--- src/rtl/ex_wb_elastic.sv ---
// Elastic EX->WB pipeline register: main + skid entry, registered in_ready, sync flush.
// Define EX_WB_FWD_EN to add combinational forwarding ports fed from the main entry.
module ex_wb_elastic #(
   parameter int DATA_W   = 8,
   parameter int RADDR_W  = 3,
   parameter int ZERO_REG = 1
) (
   input  logic               clk,
   input  logic               rst,
   input  logic               flush,
   input  logic               in_valid,
   output logic               in_ready,
   input  logic               in_regwrite,
   input  logic [RADDR_W-1:0] in_reg,
   input  logic [DATA_W-1:0]  in_result,
   output logic               out_valid,
   input  logic               out_ready,
   output logic               out_regwrite,
   output logic [RADDR_W-1:0] out_reg,
   output logic [DATA_W-1:0]  out_result
`ifdef EX_WB_FWD_EN
   ,
   input  logic [RADDR_W-1:0] src_a,
   input  logic [RADDR_W-1:0] src_b,
   output logic               fwd_a_hit,
   output logic               fwd_b_hit,
   output logic [DATA_W-1:0]  fwd_a_data,
   output logic [DATA_W-1:0]  fwd_b_data
`endif
);

   typedef enum logic [1:0] {EMPTY, ONE, TWO} state_t;

   state_t               state;
   logic                 main_we, skid_we;
   logic [RADDR_W-1:0]   main_reg, skid_reg;
   logic [DATA_W-1:0]    main_result, skid_result;
   logic                 accept, in_we;

   // in_ready is already 0 in TWO, so accept never fires there
   assign accept = in_valid & in_ready;
   assign in_we  = in_regwrite & ~((ZERO_REG != 0) && (in_reg == '0));

   always_ff @(posedge clk or negedge rst) begin
      if (!rst) begin
         state       <= EMPTY;
         in_ready    <= 1'b1;
         main_we     <= 1'b0;
         main_reg    <= '0;
         main_result <= '0;
         skid_we     <= 1'b0;
         skid_reg    <= '0;
         skid_result <= '0;
      end else if (flush) begin
         state    <= EMPTY;
         in_ready <= 1'b1;
      end else begin
         case (state)
            EMPTY: begin
               if (accept) begin
                  main_we     <= in_we;
                  main_reg    <= in_reg;
                  main_result <= in_result;
                  state       <= ONE;
               end
            end
            ONE: begin
               if (accept && out_ready) begin
                  main_we     <= in_we;
                  main_reg    <= in_reg;
                  main_result <= in_result;
               end else if (accept) begin
                  skid_we     <= in_we;
                  skid_reg    <= in_reg;
                  skid_result <= in_result;
                  state       <= TWO;
                  in_ready    <= 1'b0;
               end else if (out_ready) begin
                  state <= EMPTY;
               end
            end
            TWO: begin
               if (out_ready) begin
                  main_we     <= skid_we;
                  main_reg    <= skid_reg;
                  main_result <= skid_result;
                  state       <= ONE;
                  in_ready    <= 1'b1;
               end
            end
            default: begin
               state    <= EMPTY;
               in_ready <= 1'b1;
            end
         endcase
      end
   end

   assign out_valid    = (state != EMPTY);
   assign out_regwrite = out_valid & main_we;
   assign out_reg      = main_reg;
   assign out_result   = main_result;

`ifdef EX_WB_FWD_EN
   logic zero_a, zero_b;

   // Skid entry is never forwarded; hazard logic stalls EX while in_ready=0
   assign zero_a     = (ZERO_REG != 0) && (src_a == '0);
   assign zero_b     = (ZERO_REG != 0) && (src_b == '0);
   assign fwd_a_hit  = out_regwrite & (out_reg == src_a) & ~zero_a;
   assign fwd_b_hit  = out_regwrite & (out_reg == src_b) & ~zero_b;
   assign fwd_a_data = fwd_a_hit ? out_result : '0;
   assign fwd_b_data = fwd_b_hit ? out_result : '0;
`endif

endmodule

--- config.mk ---
export PLATFORM = sky130hd
export DESIGN_NAME = ex_wb_elastic
export DESIGN_NICKNAME = d
export VERILOG_FILES = /design/src/rtl/ex_wb_elastic.sv
export SDC_FILE = /design/constraint.sdc
export NUM_CORES = 1
export LEC_CHECK = 0
export ABC_AREA = 1
export CAP_MARGIN = 15
export CORE_ASPECT_RATIO = 1.5
export CORE_MARGIN = 4
export CORE_UTILIZATION = 50
export CTS_BUF_LIST = sky130_fd_sc_hd__clkbuf_8
export DETAILED_ROUTE_END_ITERATION = 8
export PLACE_DENSITY = 0.79
export SKIP_LAST_GASP = 1
export SLEW_MARGIN = 20
export SYNTH_ARGS = -nofsm -noshare
export SYNTH_HDL_FRONTEND = slang
export SYNTH_SLANG_ARGS = --single-unit
--- constraint.sdc ---
create_clock -name clk -period 2.6 [get_ports clk]
set_input_delay 0.52 -clock clk [delete_from_list [all_inputs] [get_ports clk]]
set_output_delay 0.52 -clock clk [all_outputs]
set_load 0.01 [all_outputs]
==> qor.csv <==
metric;value;unit
status;completed;
first-pass GRT wire length;5.285;mm
area share of and/or/nand/nor cells after synthesis;0.2580;
fmax;485.8;MHz
worst-case vdd ir drop;0.0006451;V
root buffer cell;clkbuf_8;
sequential share of the synthesized area;0.4830;
mux share of post-synthesis cell area;0;
crit path max fanout;7;
layout cells sized above 1;0.1232;
post-synthesis adder-cell area fraction;0;
worst min path class;flop to flop;
number of global-route vias before repair;1198;
worst hold stages;2;
Power Density;941.1;nW/um2
initial core utilization;0.5236;
Yosys reg bits;27;
Routed Antenna Nets;0;
Final setup violation count;0;
initial antenna violation count;0;
CTS Buf Count;3;
Die Ht;72.84;um
Synth Cell Area;1401;um2
IO Port Bufs;30;
Yosys Warn Count;0;
Die W;51.23;um
Rel. slew slack;0.7544;
io pins;31;
CTS Hold Bufs;0;
overflow left after global routing;0;
largest net degree at the start of global routing;28;
Post-CTS Setup Repair Bufs;0;
Worst Path Arrival;1540;ps
layout overhead on the synthesized area;24.82;%
max-slew violation count;0;
clock-pin slew on the worst setup and hold paths;90;ps
Max Root-Sink Buffers;2;
reg2reg path depth;6;
RSZ-0062 raised after global routing;false;
final WL;2.966;mm
Site Rows;23;
Hold Vio Cnt, Final;0;
Filler cells;228;
largest family of logic cells by synthesized area;simple AND/OR/NAND/NOR gates;
element type at the critical path end;output pin;
max-cap viol count;0;
kind of critical path;flop to output pin;
placer congestion estimate;0.8171;
DR iter-0 viols;39;
Layout Skew;3.092;ps
CTS tree;built;
area of the multi-input gates;601.8;um2
Post-CTS Resized;0;
via count;1220;
1st-pass router iterations;4;
Post-Syn Nets;191;
startpoint types;flop;
Worst-Margin Slew;367.0;ps
hpwl dp;2.247;mm
routed len/inst;12.36;um
post-synthesis compound-gate area fraction;0.1714;
vias per cell;5.083;
Clock Sinks;27;
setup tns final;0;ps
# DRC;0;
Clock Latency Late Sink;270;ps
final worst-path cycle share;0.7917;
XOR/XNOR Fraction of Synth Area;0;
total power;1.646;mW
Storage cell area;676.9;um2
Ant. Diodes;0;
Yosys cell types;20;
H-tree level count;1;
GR Util All Layers;0.1853;
core footprint;2676;um2
synthesized instance count;174;
P_leak;0.8662;nW
crit path time final;2058;ps
syn_area_per_cell;8.054;um2
post-layout util;0.6536;
Required @ worst endpoint;2080;ps
fin nets;221;
die area;3731;um2
[routing by layer]
metal  up-vias  part of all wire  GRT usage
met5         -                 0          0
met4         0             0.024    0.09329
met3         8             0.035    0.02454
met2        31              0.52     0.3099
met1       570              0.42     0.2324
li1        611                 -          -
[final timing paths]
kind,from,to,slack [ps]
max in group asynchronous,rst,in_ready$_DFFE_PN1P_,1690
worst min register to register,in_ready$_DFFE_PN1P_,in_ready$_DFFE_PN1P_,490
worst max register to register,state[0]$_DFFE_PN0P_,out_result[3]$_DFFE_PN0P_,1080
min in group asynchronous,rst,skid_reg[2]$_DFFE_PN0P_,610
worst min-delay path,in_ready$_DFFE_PN1P_,in_ready$_DFFE_PN1P_,490
worst max-delay path,state[0]$_DFFE_PN0P_,out_valid,540
[power breakdown]
group	switching, mW	total, mW	leakage [nW]	internal [mW]
sequential	0.118	0.730	0.336	0.612
combinational	0.354	0.685	0.504	0.332
clock	0.125	0.231	0.0269	0.106
[metrics by stage]
stage / hold WS (ps) / setup WS [ps] / instances / cell area (um2)
floorplan: 224.4 / 1241 / 174 / 1401
global placement: 463.9 / 661.0 / 236 / 1704
detailed placement: 471.4 / 557.9 / 236 / 1704
CTS: 490.5 / 537.8 / 240 / 1749
global route: 522.7 / 441.4 / 240 / 1749
finish: 486.7 / 541.6 / 240 / 1749
[cell usage after synthesis]
| library cell | number | area [um2] |
|---|---|---|
| nand2_4 | 2 | 22.52 |
| nand3_1 | 5 | 25.02 |
| buf_6 | 3 | 33.78 |
| a21oi_1 | 8 | 40.04 |
| buf_2 | 2 | 10.01 |
| nor2_1 | 21 | 78.83 |
| o21ai_2 | 9 | 78.83 |
| o21ai_0 | 17 | 85.08 |
| nand2_2 | 2 | 12.51 |
| nand3_2 | 1 | 10.01 |
| dfrtp_1 | 26 | 650.6 |
| nand4_1 | 1 | 6.260 |
| inv_2 | 3 | 11.26 |
| dfstp_2 | 1 | 26.28 |
| nor2_4 | 2 | 22.52 |
| inv_1 | 16 | 60.06 |
| nand2_1 | 49 | 183.9 |
| o21ai_1 | 4 | 20.02 |
| buf_4 | 1 | 7.510 |
| o21ai_4 | 1 | 16.27 |
[area by class of cell]
type | count | share of cell area
Timing Repair Buffer | 31 | 0.1760
Multi-Input combinational cell | 122 | 0.3441
Tap cell | 37 | 0.02647
Clock inverter | 1 | 0.002146
Inverter | 19 | 0.04077
Clock buffer | 3 | 0.02361
Sequential cell | 27 | 0.3870
[critical path: stages, from the launching register on]
cell and delay, ps:
dfrtp_1 500, nor2_1 120, inv_1 110, clkdlybuf4s50_1 540
[logic make-up (layout without fill, tap and decap cells)]
group | Yosys count | count (layout)
and+or+nand+nor | 83 | 83
DFF | 27 | 27
AOI/OAI and AO/OA | 39 | 39
buffers and inverters | 25 | 54
[cell usage in the layout (no fill, tap or decap)]
master           count
dfrtp_1             26
a21oi_1              8
clkbuf_8             3
o21ai_1              4
buf_4                1
nand2_1             49
nor2_4               2
dfstp_2              1
nand4_1              1
nand2_2              2
nand3_2              1
nand3_1              5
inv_1               17
nor2_1              21
nand2_4              2
o21ai_2              9
inv_2                3
o21ai_0             17
clkdlybuf4s50_1     30
o21ai_4              1
No activity file was read; power rests on OpenSTA's default activity.
